File: src/rtl/arithmetic_logic_unit.sv
// arithmetic_logic_unit: RV32i execute-stage ALU with registered result/branch copies.
//   CLK                 clock for the registered copies only
//   RST_N               asynchronous active-low reset of the registered copies
//   ALU_Control [3:0]   operation select
//   SrcA/SrcB  [31:0]   operands (rs1/PC, rs2/immediate)
//   Result     [31:0]   combinational result
//   Branch_Condition    combinational branch-taken flag
//   Result_Q, Branch_Condition_Q  copies registered on CLK
//   Overflow            signed ADD/SUB overflow when ALU_OVERFLOW_FLAG_EN is defined, else 0
module arithmetic_logic_unit (
  input  logic        CLK,
  input  logic        RST_N,
  input  logic [3:0]  ALU_Control,
  input  logic [31:0] SrcA,
  input  logic [31:0] SrcB,
  output logic [31:0] Result,
  output logic        Branch_Condition,
  output logic [31:0] Result_Q,
  output logic        Branch_Condition_Q,
  output logic        Overflow
);
  localparam logic [3:0] ALU_ADD  = 4'd0,  ALU_SUB  = 4'd1,  ALU_AND  = 4'd2,  ALU_OR   = 4'd3;
  localparam logic [3:0] ALU_XOR  = 4'd4,  ALU_SLL  = 4'd5,  ALU_SRL  = 4'd6,  ALU_SRA  = 4'd7;
  localparam logic [3:0] ALU_BEQ  = 4'd8,  ALU_BNE  = 4'd9,  ALU_BLT  = 4'd10, ALU_BLTU = 4'd11;
  localparam logic [3:0] ALU_BGE  = 4'd12, ALU_BGEU = 4'd13, ALU_LUI  = 4'd14;
  logic [31:0] w_sum, w_diff, w_sra;
  logic [4:0]  w_shamt;
  logic        w_eq, w_lt, w_ltu;
  assign w_sum   = SrcA + SrcB;
  assign w_diff  = SrcA - SrcB;
  assign w_shamt = SrcB[4:0];
  assign w_sra   = $signed(SrcA) >>> w_shamt;
  assign w_eq    = SrcA == SrcB;
  assign w_lt    = $signed(SrcA) < $signed(SrcB);
  assign w_ltu   = SrcA < SrcB;
  always_comb begin
    Result = 32'd0;
    case (ALU_Control)
      ALU_ADD:  Result = w_sum;
      ALU_SUB:  Result = w_diff;
      ALU_AND:  Result = SrcA & SrcB;
      ALU_OR:   Result = SrcA | SrcB;
      ALU_XOR:  Result = SrcA ^ SrcB;
      ALU_SLL:  Result = SrcA << w_shamt;
      ALU_SRL:  Result = SrcA >> w_shamt;
      ALU_SRA:  Result = w_sra;
      ALU_BLT:  Result = {31'd0, w_lt};
      ALU_BLTU: Result = {31'd0, w_ltu};
      ALU_LUI:  Result = SrcB;
      default:  Result = 32'd0;
    endcase
  end
  always_comb begin
    Branch_Condition = 1'b0;
    case (ALU_Control)
      ALU_BEQ:  Branch_Condition = w_eq;
      ALU_BNE:  Branch_Condition = !w_eq;
      ALU_BLT:  Branch_Condition = w_lt;
      ALU_BLTU: Branch_Condition = w_ltu;
      ALU_BGE:  Branch_Condition = !w_lt;
      ALU_BGEU: Branch_Condition = !w_ltu;
      default:  Branch_Condition = 1'b0;
    endcase
  end
`ifdef ALU_OVERFLOW_FLAG_EN
  // Addition overflows when like-signed operands give an opposite-signed sum;
  // subtraction when unlike-signed operands give a result whose sign leaves SrcA's.
  assign Overflow = (ALU_Control == ALU_ADD) ? (SrcA[31] == SrcB[31]) && (w_sum[31] != SrcA[31]) :
                    (ALU_Control == ALU_SUB) ? (SrcA[31] != SrcB[31]) && (w_diff[31] != SrcA[31]) : 1'b0;
`else
  assign Overflow = 1'b0;
`endif
  logic [31:0] r_result;
  logic        r_branch;
  always_ff @(posedge CLK or negedge RST_N) begin
    if (!RST_N) begin
      r_result <= 32'd0;
      r_branch <= 1'b0;
    end else begin
      r_result <= Result;
      r_branch <= Branch_Condition;
    end
  end
  assign Result_Q           = r_result;
  assign Branch_Condition_Q = r_branch;
endmodule

File: config.mk
export PLATFORM = sky130hd
export DESIGN_NAME = arithmetic_logic_unit
export DESIGN_NICKNAME = d
export VERILOG_FILES = /design/src/rtl/arithmetic_logic_unit.sv
export SDC_FILE = /design/constraint.sdc
export NUM_CORES = 1
export LEC_CHECK = 0
export BUFFER_PORTS_ARGS = -buffer_cell sky130_fd_sc_hd__buf_4
export CAP_MARGIN = 20
export CORE_AREA = 2 2 156 142
export DETAILED_ROUTE_END_ITERATION = 12
export DIE_AREA = 0 0 158 144
export GPL_TIMING_DRIVEN = 0
export PLACE_DENSITY = 0.67
export SYNTH_ARGS = -nofsm -noshare
export SYNTH_HDL_FRONTEND = slang
export SYNTH_SLANG_ARGS = --single-unit
File: constraint.sdc
create_clock -name CLK -period 9.9 [get_ports CLK]
set_clock_uncertainty 0.05 [all_clocks]
set_input_delay 0.495 -clock CLK [delete_from_list [all_inputs] [get_ports CLK]]
set_output_delay 0.495 -clock CLK [all_outputs]
set_load 0.1 [all_outputs]
==> results.yml, run 1 <==
status:
  outcome: "finished clean"
yosys:
  synthTopCellsByCount: "nor2_1 (138), a21oi_1 (118), nand2_1 (105)"
  async_reset_ff_share_pct: 100
  syn_nets: 1505
  synth_area_leaders: "ha_1 (12%), mux4_2 (10%), dfrtp_1 (8.4%)"
  yosysSeqAreaShare_pct: 8.43
  ys_seq_elements: 33
  synth_top_area_cell: "ha_1"
  synth.top_cell.area_share_pct: 12.4
  syn_area_sq_um: 9800
  synth.most_common_cell: "nor2_1"
  synth.distinct_cells: 84
  synth_cells: 1336
  synth_area_per_cell_sq_um: 7.34
  yosysWarnings: 0
  synth_top_flop_cell: "dfrtp_1"
  synth-edff-count: 0
timing:
  maxSlewHeadroom_pct: 22.1
  finalHoldViolCount: 0
  finalCritPeriodShare_pct: 66.9
  tightest_slew_ps: 1150
  fin_crit_ps: 6630
  setup_violations: 0
  fmax_ghz: 0.151
  slew_viol_final: 0
  rsz0062_at_grt: "no"
  setup_tns_ps: 0
final_layout:
  nNetsFinal: 1646
  fillers: 2195
  register_area_sq_um: 826
  post-route-cell-area_sq_um: 11300
  layout.cells.non_filler: 1770
  drive_above_1_share_pct: 17.6
  synthToLayoutAreaGrowth_pct: 15.4
  multiInputGateArea_sq_um: 8130
worst_setup_path:
  setup.worst_path.start_class: "primary input"
  critPathRequiredTime_ps: 9360
  arrival_ps: 6080
  end_kind: "output port"
  crit_type: "in -> out"
  path_max_fanout: 11
global_route:
  grt_max_degree: 34
  antenna_found_initial: 3
  grtUsageTotal_pct: 43.7
  grt.overflow.total: 0
  grt_pass1_vias: 11400
  grt_pass1_wl_microns: 72400
power_and_ir_drop:
  ir_worst_vdd_mv: 0.0737
  power.total_mw: 1.22
  p_leak_nw: 5.01
  p_per_area_nw_per_um2: 108
detailed_routing:
  drt_iter0_drc: 1666
  drc_errors: 0
  vias_per_cell: 6.90
  ant_nets: 0
  drt_wl_total_microns: 50500
  vias: 12200
  drt-pass1-iter-count: 6
  drt-wirelength-per-cell_microns: 28.6
floorplanning:
  core.rowCount: 51
  dieArea_sq_um: 22800
  die_h_microns: 144
  die_w_microns: 158
  core-area_sq_um: 21300
  start_util_pct: 46.0
  io_pins: 137
job:
  maxCapViolations: 0
clock_tree:
  cts_root_buf: "clkbuf_16"
  cts_made_buffers: 5
  h-tree-depth: 2
  clock-sinks: 33
  cts.repair.resized: 0
  clk_path_buf_depth: 2
  clk_pin_slew_ps: 60
  hold_buffers: 0
  cts_setup_buffers: 0
  cts_tree: "built"
place:
  dp_hpwl_microns: 40800
  dp.cells: 1761
  globalplace.congestion: 1.05
  io_buffers: 134
  place_area_sq_um: 11200
min_path:
  hold_path_class: "in -> async"
-- worst paths after layout --
kind                           from                      to  slack (ps)
worst max-delay path        SrcB[2]              Result[31]        3270
worst min-delay path          RST_N  Result_Q[12]$_DFF_PN0_         100
max in group asynchronous     RST_N  Result_Q[29]$_DFF_PN0_        9370
min in group CLK           SrcB[12]  Result_Q[12]$_DFF_PN0_         440
-- cell type report --
class                      instances  area share [%]
multi-input combinational       1099            71.9
timing repair buffer             134            8.89
sequential                        33            7.30
buffer                           107            4.21
inverter                          97            3.22
tap                              291            3.22
clock buffer                       6            1.14
clock inverter                     2          0.0885
antenna                            1          0.0221
-- cell usage in the layout, fill, tap and decap left out, drive strengths merged, types with 9 or more instances in the layout --
master / netlist / layout
clkbuf: 61 / 67
ha: 97 / 97
buf: 46 / 180
nor3: 39 / 39
xnor2: 13 / 13
o31ai: 13 / 13
o211ai: 24 / 24
o21bai: 11 / 11
mux2i: 46 / 46
mux2: 25 / 25
nor2: 138 / 138
mux4: 47 / 47
a211oi: 33 / 33
nor4: 15 / 15
dfrtp: 33 / 33
a2111oi: 9 / 9
inv: 97 / 97
and3: 9 / 9
o21ai: 105 / 105
a21o: 14 / 14
nand3: 34 / 34
a22oi: 21 / 21
nor2b: 13 / 13
nand2: 105 / 105
a221oi: 15 / 15
a31oi: 17 / 17
a21oi: 118 / 118
-- state kept, by name (all words and copies together) (netlist names) --
name / cells
Branch_Condition_Q: 1
Result_Q: 32
-- critical path, stage by stage --
cell	delay (ps)
buf_4	150
inv_2	180
buf_1	450
buf_1	600
clkbuf_1	540
ha_1	330
o21ai_0	120
nor2_1	280
o21ai_0	280
a211oi_1	800
o21ai_1	280
a2111oi_0	880
mux2i_1	260
o211ai_1	130
buf_4	270
-- cells by family (layout without fill, tap and decap cells) --
group / Yosys count / count (layout) / share of synthesized area [%]
AOI/OAI and AO/OA: 465 / 465 / 31.3
and+or+nand+nor: 399 / 399 / 18.9
buffers and inverters: 204 / 346 / 8.58
muxes: 118 / 118 / 18.4
adders and majority gates: 99 / 99 / 12.8
DFF: 33 / 33 / 8.43
xor gates and xnor gates: 17 / 17 / 1.52
other: 1 / 2 / 0.0383
-- routing by layer --
layer / part of all wire (%) / vias up / wire [microns] / GRT usage [%]
li1: - / 5289 / - / -
met1: 39 / 5814 / 19900 / 57.1
met2: 43 / 905 / 21600 / 65.7
met3: 12 / 193 / 5820 / 10.5
met4: 6.3 / 4 / 3200 / 25.4
met5: 0.051 / - / 26 / 0
-- through the flow --
step	hold WS, ps	utilization [%]	setup WS (ps)
floorplan	149	-	2810
global placement	423	52.4	3540
detailed placement	432	52.4	3580
CTS	114	53.1	3590
global route	134	53.1	3220
finish	96.1	53.1	3270
-- report_power, final --
group          internal, mW  switching, mW
logic                 0.244          0.661
clock network        0.0926         0.0693
registers             0.152        0.00472
total                 0.489          0.735
Power figures use the tool's default switching activity.
==> inputs of run 2 (changes only) <==
--- a/config.mk
+++ b/config.mk
@@ -11,7 +11,7 @@
 export DETAILED_ROUTE_END_ITERATION = 12
 export DIE_AREA = 0 0 158 144
 export GPL_TIMING_DRIVEN = 0
-export PLACE_DENSITY = 0.67
+export PLACE_DENSITY = 0.69
 export SYNTH_ARGS = -nofsm -noshare
 export SYNTH_HDL_FRONTEND = slang
 export SYNTH_SLANG_ARGS = --single-unit
==> constraint.sdc (replaced) <==
create_clock -name CLK -period 5.95 [get_ports CLK]
set_clock_uncertainty 0.05 [all_clocks]
set_input_delay 0.2975 -clock CLK [delete_from_list [all_inputs] [get_ports CLK]]
set_output_delay 0.2975 -clock CLK [all_outputs]
set_load 0.1 [all_outputs]
==> run 2 against run 1 <==
  * Critical path type unchanged
  * Critical endpoint is now Result[29]
  * First-iteration DRC count is 1.9% lower
  * Die area unchanged
  * Cell count rose by 0.11%
==> results.yml, run 2 (same netlist as run 1, synthesis figures left out) <==
timing:
  finalHoldViolCount: 0
  fmax_ghz: 0.176
  fin_ws_ps: 264
  whs_ps: 264
  setup_tns_ps: 0
  maxSlewHeadroom_pct: 19.3
  tightest_slew_ps: 1190
  rsz0062_at_grt: "no"
  fin_crit_ps: 5690
  finalCritPeriodShare_pct: 95.6
  slew_viol_final: 0
  setup_violations: 0
final_layout:
  post-route-cell-area_sq_um: 11300
  final_cell_mix: "buf_4 (140), nor2_1 (138), a21oi_1 (118), nand2_1 (105)"
  final_common_cell: "buf_4"
  synthToLayoutAreaGrowth_pct: 15.7
  largest_reg_flops: 32
  drive_above_1_share_pct: 17.8
  nNetsFinal: 1648
worst_setup_path:
  critPathRequiredTime_ps: 5600
  arrival_ps: 5340
  path_cells: "buf_4 -> inv_2 -> buf_1 -> clkbuf_2 -> clkbuf_1 -> ha_1 -> inv_1 -> a21oi_1 -> o21ai_1 -> o21ai_1 -> a211oi_1 -> o41a_2 -> or4_1 -> o211ai_1 -> buf_4"
  crit_type: "in -> out"
  slowest_delay_ps: 530
  critical-path-top-delay-family: "buffers and inverters"
  cp_num_buf_inv: 7
  end_kind: "output port"
  cp_slowest_cell: "o21ai_1"
  path_max_fanout: 11
  setup.worst_path.start_class: "primary input"
floorplanning:
  die_w_microns: 158
  io_pins: 137
  core-area_sq_um: 21300
  start_util_pct: 46.0
  die_h_microns: 144
  core.rowCount: 51
  dieArea_sq_um: 22800
min_path:
  hold_path.startpoint: "SrcB[12]"
  hold_path_class: "in -> reg"
  hold_end: "Result_Q[12]$_DFF_PN0_"
  hold_path_depth: 3
place:
  place_worst_setup_slack_ps: 39.5
  io_buffers: 134
  place_area_sq_um: 11200
  globalplace.congestion: 1.06
  dp_hpwl_microns: 41100
clock_tree:
  h-tree-depth: 2
  cts_root_buf: "clkbuf_16"
  clock-sinks: 33
  clk_path_buf_depth: 2
  cts_made_buffers: 5
  cts_tree: "built"
  clk_pin_slew_ps: 60
  cts_setup_buffers: 0
detailed_routing:
  drt_wl_total_microns: 50900
  drt_iter0_drc: 1635
  drc_errors: 0
  vias: 12100
  vias_per_cell: 6.85
  ant_nets: 0
  drt-wirelength-per-cell_microns: 28.7
  drt-pass1-iter-count: 6
power_and_ir_drop:
  power.total_mw: 2.04
  switching_share_pct: 60.2
  clkPwrFrac_pct: 13.3
  intPower_mw: 0.814
  p_leak_nw: 5.03
  seqPwrFrac_pct: 12.7
  ir_worst_vdd_mv: 0.129
  p_per_area_nw_per_um2: 180
  p_sw_mw: 1.23
  pwr-share-comb_pct: 74.0
global_route:
  grt_max_degree: 34
  grt.overflow.total: 0
  grt_pass1_vias: 11200
  grtUsageTotal_pct: 44.2
  antenna_found_initial: 1
  grt_pass1_wl_microns: 73700
job:
  maxCapViolations: 0
status:
  outcome: "finished clean"
run 2: power groups by stage:
stage,Clock [mW],Combinational [mW],Sequential (mW)
after global placement,0,1.46,0.264
after detailed placement,0,1.46,0.264
final,0.272,1.51,0.260
after CTS,0.272,1.47,0.260
after global routing,0.282,1.57,0.263
after floorplan,0,0.814,0.483
run 2: worst max path at each step:
stage	startpoint	to	slack, ps	depth (start not counted)
global placement	SrcB[2]	Result[31]	-20	15
global route	SrcB[2]	Result[29]	110	15
detailed placement	SrcB[2]	Result[31]	40	15
floorplan	SrcB[2]	Branch_Condition_Q$_DFF_PN0_	10	13
CTS	SrcB[2]	Result[31]	30	15
finish	SrcB[2]	Result[29]	260	15
run 2: through the flow:
| stage | utilization, % | instances |
|---|---|---|
| floorplan | - | 1336 |
| global placement | 52.4 | 1761 |
| detailed placement | 52.5 | 1762 |
| CTS | 53.2 | 1771 |
| global route | 53.2 | 1771 |
| finish | 53.2 | 1772 |
run 2: final cells by class:
cell class / instances / area [sq um]
fillers: 2216 / 9970
multi-input cells: 1099 / 8140
repair buffers: 136 / 1030
flip-flops and latches: 33 / 826
plain buffers: 107 / 478
inverters: 97 / 364
well taps: 291 / 364
clock buffers: 6 / 129
clock inverters: 2 / 10.0
diodes: 1 / 2.50
run 2: routing by layer:
layer	vias up	global-route usage (%)	part of all wire [%]
met5	-	0	0
met4	0	23.9	6.4
met3	191	8.66	12
met2	912	67.3	42
met1	5733	59.0	40
li1	5295	-	-
run 2: what timing repair did:
item | 4_1_cts | 5_1_grt
gates resized for setup | 0 | 4
hold buffers | 1 | 0
endpoints found under the setup margin | 0 | 4
hold endpoints to repair | 33 | 0
